<file path="config.mk">
export PLATFORM = sky130hd
export DESIGN_NAME = alu_exerciser
export DESIGN_NICKNAME = d
export VERILOG_FILES = /design/src/rtl/alu_ex_pkg.sv /design/src/rtl/alu_ref_model.sv /design/src/rtl/alu_exerciser.sv
export SDC_FILE = /design/constraint.sdc
export NUM_CORES = 1
export LEC_CHECK = 0
export CORE_ASPECT_RATIO = 2
export CORE_MARGIN = 2
export CORE_UTILIZATION = 57
export CTS_CLUSTER_SIZE = 16
export DETAILED_ROUTE_END_ITERATION = 10
export PLACE_DENSITY = 0.87
export SETUP_SLACK_MARGIN = 0.5
export SLEW_MARGIN = 20
export SYNTH_ARGS = -nofsm -noshare
export SYNTH_HDL_FRONTEND = slang
export SYNTH_SLANG_ARGS = --single-unit
</file>
<file path="constraint.sdc">
create_clock -name clk -period 8.35 [get_ports clk]
set_clock_uncertainty 0.2 [all_clocks]
set_input_delay 2.0875 -clock clk [delete_from_list [all_inputs] [get_ports clk]]
set_output_delay 2.0875 -clock clk [all_outputs]
set_load 0.03 [all_outputs]
</file>
<file path="src/rtl/alu_ex_pkg.sv">
// Shared encodings for the ALU exerciser: op codes, FSM states and vector index layout.
package alu_ex_pkg;

    typedef enum logic [2:0] {
        OP_ADD = 3'b000,
        OP_SUB = 3'b001,
        OP_NOT = 3'b010,
        OP_AND = 3'b011,
        OP_OR  = 3'b100,
        OP_XOR = 3'b101,
        OP_LT  = 3'b110,
        OP_EQ  = 3'b111
    } alu_op_e;

    typedef enum logic [2:0] {
        IDLE,
        ISSUE,
        WAIT,
        CHECK,
        FINISH
    } state_e;

    localparam int unsigned IDX_W      = 11;
    localparam int unsigned IDX_OP_LSB = 8;
    localparam int unsigned IDX_A_LSB  = 4;
    localparam int unsigned IDX_B_LSB  = 0;

endpackage

</file>
<file path="src/rtl/alu_ref_model.sv">
// Combinational golden model of the 4-bit ALU; chk_c flags ops whose carry is meaningful.
module alu_ref_model
    import alu_ex_pkg::*;
(
    input  logic [2:0] op,
    input  logic [3:0] a,
    input  logic [3:0] b,
    output logic [3:0] exp_r,
    output logic       exp_c,
    output logic       chk_c
);

    logic [3:0] neg_b;
    logic [4:0] sum;
    logic [4:0] dif;

    // Subtract is add of two's complement, so b=0 yields no carry.
    assign neg_b = ~b + 4'd1;
    assign sum   = {1'b0, a} + {1'b0, b};
    assign dif   = {1'b0, a} + {1'b0, neg_b};

    always_comb begin
        exp_r = 4'd0;
        exp_c = 1'b0;
        chk_c = 1'b0;
        unique case (op)
            OP_ADD: begin
                {exp_c, exp_r} = sum;
                chk_c          = 1'b1;
            end
            OP_SUB: begin
                {exp_c, exp_r} = dif;
                chk_c          = 1'b1;
            end
            OP_NOT: exp_r = ~a;
            OP_AND: exp_r = a & b;
            OP_OR:  exp_r = a | b;
            OP_XOR: exp_r = a ^ b;
            OP_LT:  exp_r = {3'b000, $signed(a) < $signed(b)};
            OP_EQ:  exp_r = {3'b000, a == b};
            default: exp_r = 4'd0;
        endcase
    end

endmodule

</file>
<file path="src/rtl/alu_exerciser.sv">
// Walks every {op,a,b} vector through an external registered ALU and scores the results
// against the golden model.
module alu_exerciser
    import alu_ex_pkg::*;
#(
    parameter int unsigned ALU_LAT = 1,
    parameter int unsigned NUM_VEC = 2048,
    parameter int unsigned CNT_W   = 12
) (
    input  logic             clk,
    input  logic             rst,
    input  logic             start,
    output logic [2:0]       alu_op,
    output logic [3:0]       alu_a,
    output logic [3:0]       alu_b,
    input  logic [3:0]       alu_result,
    input  logic             alu_out,
    output logic             busy,
    output logic             done,
    output logic [CNT_W-1:0] pass_cnt,
    output logic [CNT_W-1:0] err_cnt,
    output logic [IDX_W-1:0] first_err
);

    localparam int unsigned      LAT_W     = (ALU_LAT > 2) ? $clog2(ALU_LAT - 1) : 1;
    localparam logic [LAT_W-1:0] WAIT_LAST = LAT_W'((ALU_LAT > 1) ? ALU_LAT - 2 : 0);
    localparam logic [IDX_W-1:0] LAST_IDX  = IDX_W'(NUM_VEC - 1);
    localparam logic [CNT_W-1:0] CNT_MAX   = '1;

    state_e           state_q, state_d;
    logic [IDX_W-1:0] idx_q, idx_d, idx_next;
    logic [LAT_W-1:0] lat_q, lat_d;
    logic [2:0]       op_q, op_d;
    logic [3:0]       a_q, a_d, b_q, b_d;
    logic [CNT_W-1:0] pass_q, pass_d, err_q, err_d;
    logic [IDX_W-1:0] first_err_q, first_err_d;

    logic [3:0] exp_r;
    logic       exp_c;
    logic       chk_c;
    logic       match;

    alu_ref_model u_ref (
        .op    (op_q),
        .a     (a_q),
        .b     (b_q),
        .exp_r (exp_r),
        .exp_c (exp_c),
        .chk_c (chk_c)
    );

    assign idx_next = idx_q + 1'b1;
    assign match    = (alu_result == exp_r) && (!chk_c || (alu_out == exp_c));

    always_comb begin
        state_d     = state_q;
        idx_d       = idx_q;
        lat_d       = lat_q;
        op_d        = op_q;
        a_d         = a_q;
        b_d         = b_q;
        pass_d      = pass_q;
        err_d       = err_q;
        first_err_d = first_err_q;
        unique case (state_q)
            IDLE, FINISH: begin
                if (start) begin
                    state_d     = ISSUE;
                    idx_d       = '0;
                    op_d        = 3'd0;
                    a_d         = 4'd0;
                    b_d         = 4'd0;
                    pass_d      = '0;
                    err_d       = '0;
                    first_err_d = '0;
                end
            end
            ISSUE: begin
                lat_d = '0;
                if (ALU_LAT > 1) state_d = WAIT;
                else             state_d = CHECK;
            end
            WAIT: begin
                if (lat_q == WAIT_LAST) state_d = CHECK;
                else                    lat_d   = lat_q + 1'b1;
            end
            CHECK: begin
                if (match) begin
                    if (pass_q != CNT_MAX) pass_d = pass_q + 1'b1;
                end else begin
                    if (err_q != CNT_MAX) err_d = err_q + 1'b1;
                    if (err_q == '0) first_err_d = idx_q;
                end
                if (idx_q == LAST_IDX) begin
                    state_d = FINISH;
                end else begin
                    state_d = ISSUE;
                    idx_d   = idx_next;
                    op_d    = idx_next[IDX_OP_LSB +: 3];
                    a_d     = idx_next[IDX_A_LSB +: 4];
                    b_d     = idx_next[IDX_B_LSB +: 4];
                end
            end
            default: state_d = IDLE;
        endcase
    end

    always_ff @(posedge clk) begin
        if (rst) begin
            state_q     <= IDLE;
            idx_q       <= '0;
            lat_q       <= '0;
            op_q        <= 3'd0;
            a_q         <= 4'd0;
            b_q         <= 4'd0;
            pass_q      <= '0;
            err_q       <= '0;
            first_err_q <= '0;
        end else begin
            state_q     <= state_d;
            idx_q       <= idx_d;
            lat_q       <= lat_d;
            op_q        <= op_d;
            a_q         <= a_d;
            b_q         <= b_d;
            pass_q      <= pass_d;
            err_q       <= err_d;
            first_err_q <= first_err_d;
        end
    end

    assign alu_op    = op_q;
    assign alu_a     = a_q;
    assign alu_b     = b_q;
    assign busy      = (state_q == ISSUE) || (state_q == WAIT) || (state_q == CHECK);
    assign done      = (state_q == FINISH);
    assign pass_cnt  = pass_q;
    assign err_cnt   = err_q;
    assign first_err = first_err_q;

endmodule

</file>
==> results.yml <==
global_routing:
  antenna_found_initial: 0
  first_global_vias: 3082
  globalRouteOverflowTotal: 0
  largest_net_degree_at_the_start_of_global_routing: 24
  global_route.usage.total_pct: 28.8
  grt_first_pass_wirelength_mm: 14.1
timing:
  fin_setup_tns_ns: 0
  final_min_period_over_clock_period_pct: 56.7
  maxSlewHeadroom_pct: 35.7
  fin_hold_ws_ns: 0.271
  max_freq_ghz: 0.211
  fin_crit_ns: 4.73
  fin_ws_ns: 3.62
  setup_violators_final: 0
  timing.final.hold_violations: 0
  tightest_slew_ns: 0.960
  grt_setup_unrepaired: "false"
  slew_viol_final: 0
place:
  detailedPlacementHpwl_mm: 6.71
  dpl_worst_slack_ns: 3.33
  gp_congestion: 0.973
  place_inst: 484
  portBuffers: 55
drt:
  initialDrtViolationCount: 144
  drt-pass1-iter-count: 5
  wl_per_cell_um: 18.2
  dr_total_vias: 3152
  finalWirelength_mm: 8.96
  remaining_antenna_violation_count: 0
  post-route-drc-count: 0
  avgViaCountPerCell: 6.41
synth:
  postSynth.asyncResetShare_pct: 0
  syn_area_per_cell_um2: 8.30
  synth_top_cells_by_area: "sky130_fd_sc_hd__dfxtp_1 (31%), sky130_fd_sc_hd__ha_1 (7.8%), sky130_fd_sc_hd__nand2_1 (4.5%)"
  synth.most_common_cell: "sky130_fd_sc_hd__dfxtp_1"
  ys_seq_elements: 49
  yosysTopAreaCell: "sky130_fd_sc_hd__dfxtp_1"
  synthesis.yosys.warnings: 0
  netlist_instances: 385
  synth_sequential_area_ratio_pct: 30.7
  synth_fp_nets: 415
  synthFlopType: "sky130_fd_sc_hd__dfxtp_1"
  synth_top_cells_by_count: "sky130_fd_sc_hd__dfxtp_1 (49), sky130_fd_sc_hd__nand2_1 (38), sky130_fd_sc_hd__nor2_1 (31), sky130_fd_sc_hd__nand3_1 (27), sky130_fd_sc_hd__ha_1 (20)"
  synthDistinctLibCells: 62
  synth_top_area_share_pct: 30.7
  post_synth_instance_area_mm2: 0.00319
  post_synth_edffs: 0
pwr:
  leakage_power_nw: 1.55
  pwr_density_cell_mw_per_mm2: 128
  ir_drop_mv: 0.152
clock_tree:
  ctsHoldBuffers: 0
  path_clk_slew_ns: 0.10
  cts_made_buffers: 5
  tritoncts: "done"
  clockBufferDepth: 2
  clk_latency_ns: 0.32
  cts_htree_levels: 2
  cts.repair.resized: 0
  cts_sinks: 49
  post_cts.repair.setup_buffers: 0
  clock-root-buffer: "sky130_fd_sc_hd__clkbuf_8"
setup_path:
  path_cells: "inv_1 -> ha_1 -> fa_1 -> xor2_1 -> o2111ai_1 -> a32oi_1 -> xor2_1 -> a2111oi_4 -> and2_0 -> or3_1 -> mux2i_1"
  critical_path.n_buffers_inverters: 1
  critical_path.max_fanout: 14
  kind_of_end_point_of_the_critical_path: "flop"
  path_class: "flop to flop"
  crit_path_max_incr_delay_ns: 0.68
  timing.critical_path.required_ns: 8.40
  critical-path-slowest-cell: "sky130_fd_sc_hd__and2_0"
  worst_path_top_cell_family_by_delay: "simple AND/OR/NAND/NOR gates"
  cp_common_cell: "sky130_fd_sc_hd__xor2_1"
  worstPathArrival_ns: 4.78
  critical_path.startpoint_type: "flop"
layout:
  finalNetCount: 461
  area_occupied_by_multi_input_gates_mm2: 0.00206
  areaGrowthSynthToFinish_pct: 21.3
  final_core_util_pct: 71.5
  ff_latch_area_um2: 981
  num_antenna_cells: 0
  fin_cells: 492
  layout-drive-gt1-share_pct: 5.09
  final.fill_count: 449
hold_path:
  hp-class: "flop to flop"
floorplanning:
  standard_cell_row_count: 38
  overall_die_width_um: 56.9
  starting_density_of_the_core_pct: 58.9
  core_mm2: 0.00542
  fp.dieH_um: 110
  top_level_ports: 56
  floorplan.die_area_mm2: 0.00626
job:
  maximum_capacitance_violations: 0
run_status:
  status: "finished, final reports clean"
## tightest hold or removal path, delay by kind of cell, from the launching register on
kind	cells	cell delay, ns
AND/OR/NAND/NOR	1	0.05
multiplexers	1	0.05
flip-flops	1	0.33
## flip-flops by register name, indices dropped and copies added, names as in the netlist
register	flops
state_q	3
idx_q	11
err_cnt	12
first_err	11
pass_cnt	12
## path summary, 6_finish.rpt
check               startpoint           end  slack (ns)  depth (start not counted)
setup reg to reg      idx_q[1]  first_err[4]        3.62                         11
hold reg to reg   first_err[8]  first_err[8]        0.27                          2
setup / recovery      idx_q[1]  first_err[4]        3.62                         11
hold / removal    first_err[8]  first_err[8]        0.27                          2
## final cells by class
class | count | share of cell area (%)
tap | 60 | 1.94
clock inverter | 3 | 1.78
sequential | 49 | 25.3
inverter | 18 | 1.74
timing repair buffer | 56 | 14.4
multi-input combinational | 301 | 53.1
clock buffer | 5 | 1.78
## per-stage QoR
| stage | power (mW) | instance area, um^2 |
|---|---|---|
| 3_3_place_gp | 0.295 | 3740 |
| 4_1_cts | 0.501 | 3880 |
| 3_5_place_dp | 0.296 | 3740 |
| 5_1_grt | 0.511 | 3880 |
| 6_report | 0.498 | 3880 |
| 2_1_floorplan | 0.279 | 3190 |
## cells by family (layout without fill, tap and decap cells)
logic type,after synthesis,count (layout),share of synthesized area (%)
flip-flops,49,49,30.7
buffers and inverters,35,82,4.90
AND/OR/NAND/NOR,164,164,26.7
adder cells (fa/ha/maj),22,22,9.09
multiplexers,12,12,3.76
AO/OA/AOI/OAI,86,86,20.2
XOR/XNOR,17,17,4.66
## routing by layer
metal	vias up	wire length (um)	global-route usage, %
li1	1487	-	-
met1	1488	3050	27.5
met2	140	4930	54.9
met3	37	459	3.76
met4	0	519	19.9
met5	-	0	0
## power by group
group | internal, mW | switching, mW
combinational | 0.0189 | 0.0326
clock | 0.121 | 0.0856
sequential | 0.236 | 0.00421
## placed cells by master, fill, tap and decap left out, types with 3 or more instances in the layout
| master | count |
|---|---|
| sky130_fd_sc_hd__a211o_1 | 6 |
| sky130_fd_sc_hd__a211oi_1 | 3 |
| sky130_fd_sc_hd__a21o_1 | 6 |
| sky130_fd_sc_hd__a21oi_1 | 14 |
| sky130_fd_sc_hd__a31oi_1 | 6 |
| sky130_fd_sc_hd__and2_1 | 6 |
| sky130_fd_sc_hd__and3_1 | 12 |
| sky130_fd_sc_hd__and3b_1 | 3 |
| sky130_fd_sc_hd__clkbuf_8 | 5 |
| sky130_fd_sc_hd__clkdlybuf4s50_1 | 55 |
| sky130_fd_sc_hd__dfxtp_1 | 49 |
| sky130_fd_sc_hd__ha_1 | 20 |
| sky130_fd_sc_hd__inv_1 | 18 |
| sky130_fd_sc_hd__mux2i_1 | 12 |
| sky130_fd_sc_hd__nand2_1 | 38 |
| sky130_fd_sc_hd__nand2b_1 | 3 |
| sky130_fd_sc_hd__nand3_1 | 27 |
| sky130_fd_sc_hd__nor2_1 | 31 |
| sky130_fd_sc_hd__nor2b_1 | 7 |
| sky130_fd_sc_hd__nor3_1 | 8 |
| sky130_fd_sc_hd__nor3b_1 | 3 |
| sky130_fd_sc_hd__nor4_1 | 6 |
| sky130_fd_sc_hd__nor4b_1 | 4 |
| sky130_fd_sc_hd__o21ai_0 | 15 |
| sky130_fd_sc_hd__o31ai_1 | 7 |
| sky130_fd_sc_hd__o41ai_1 | 5 |
| sky130_fd_sc_hd__or3_1 | 4 |
| sky130_fd_sc_hd__xnor2_1 | 12 |
| sky130_fd_sc_hd__xor2_1 | 5 |
No activity file was read; power rests on OpenSTA's default activity.
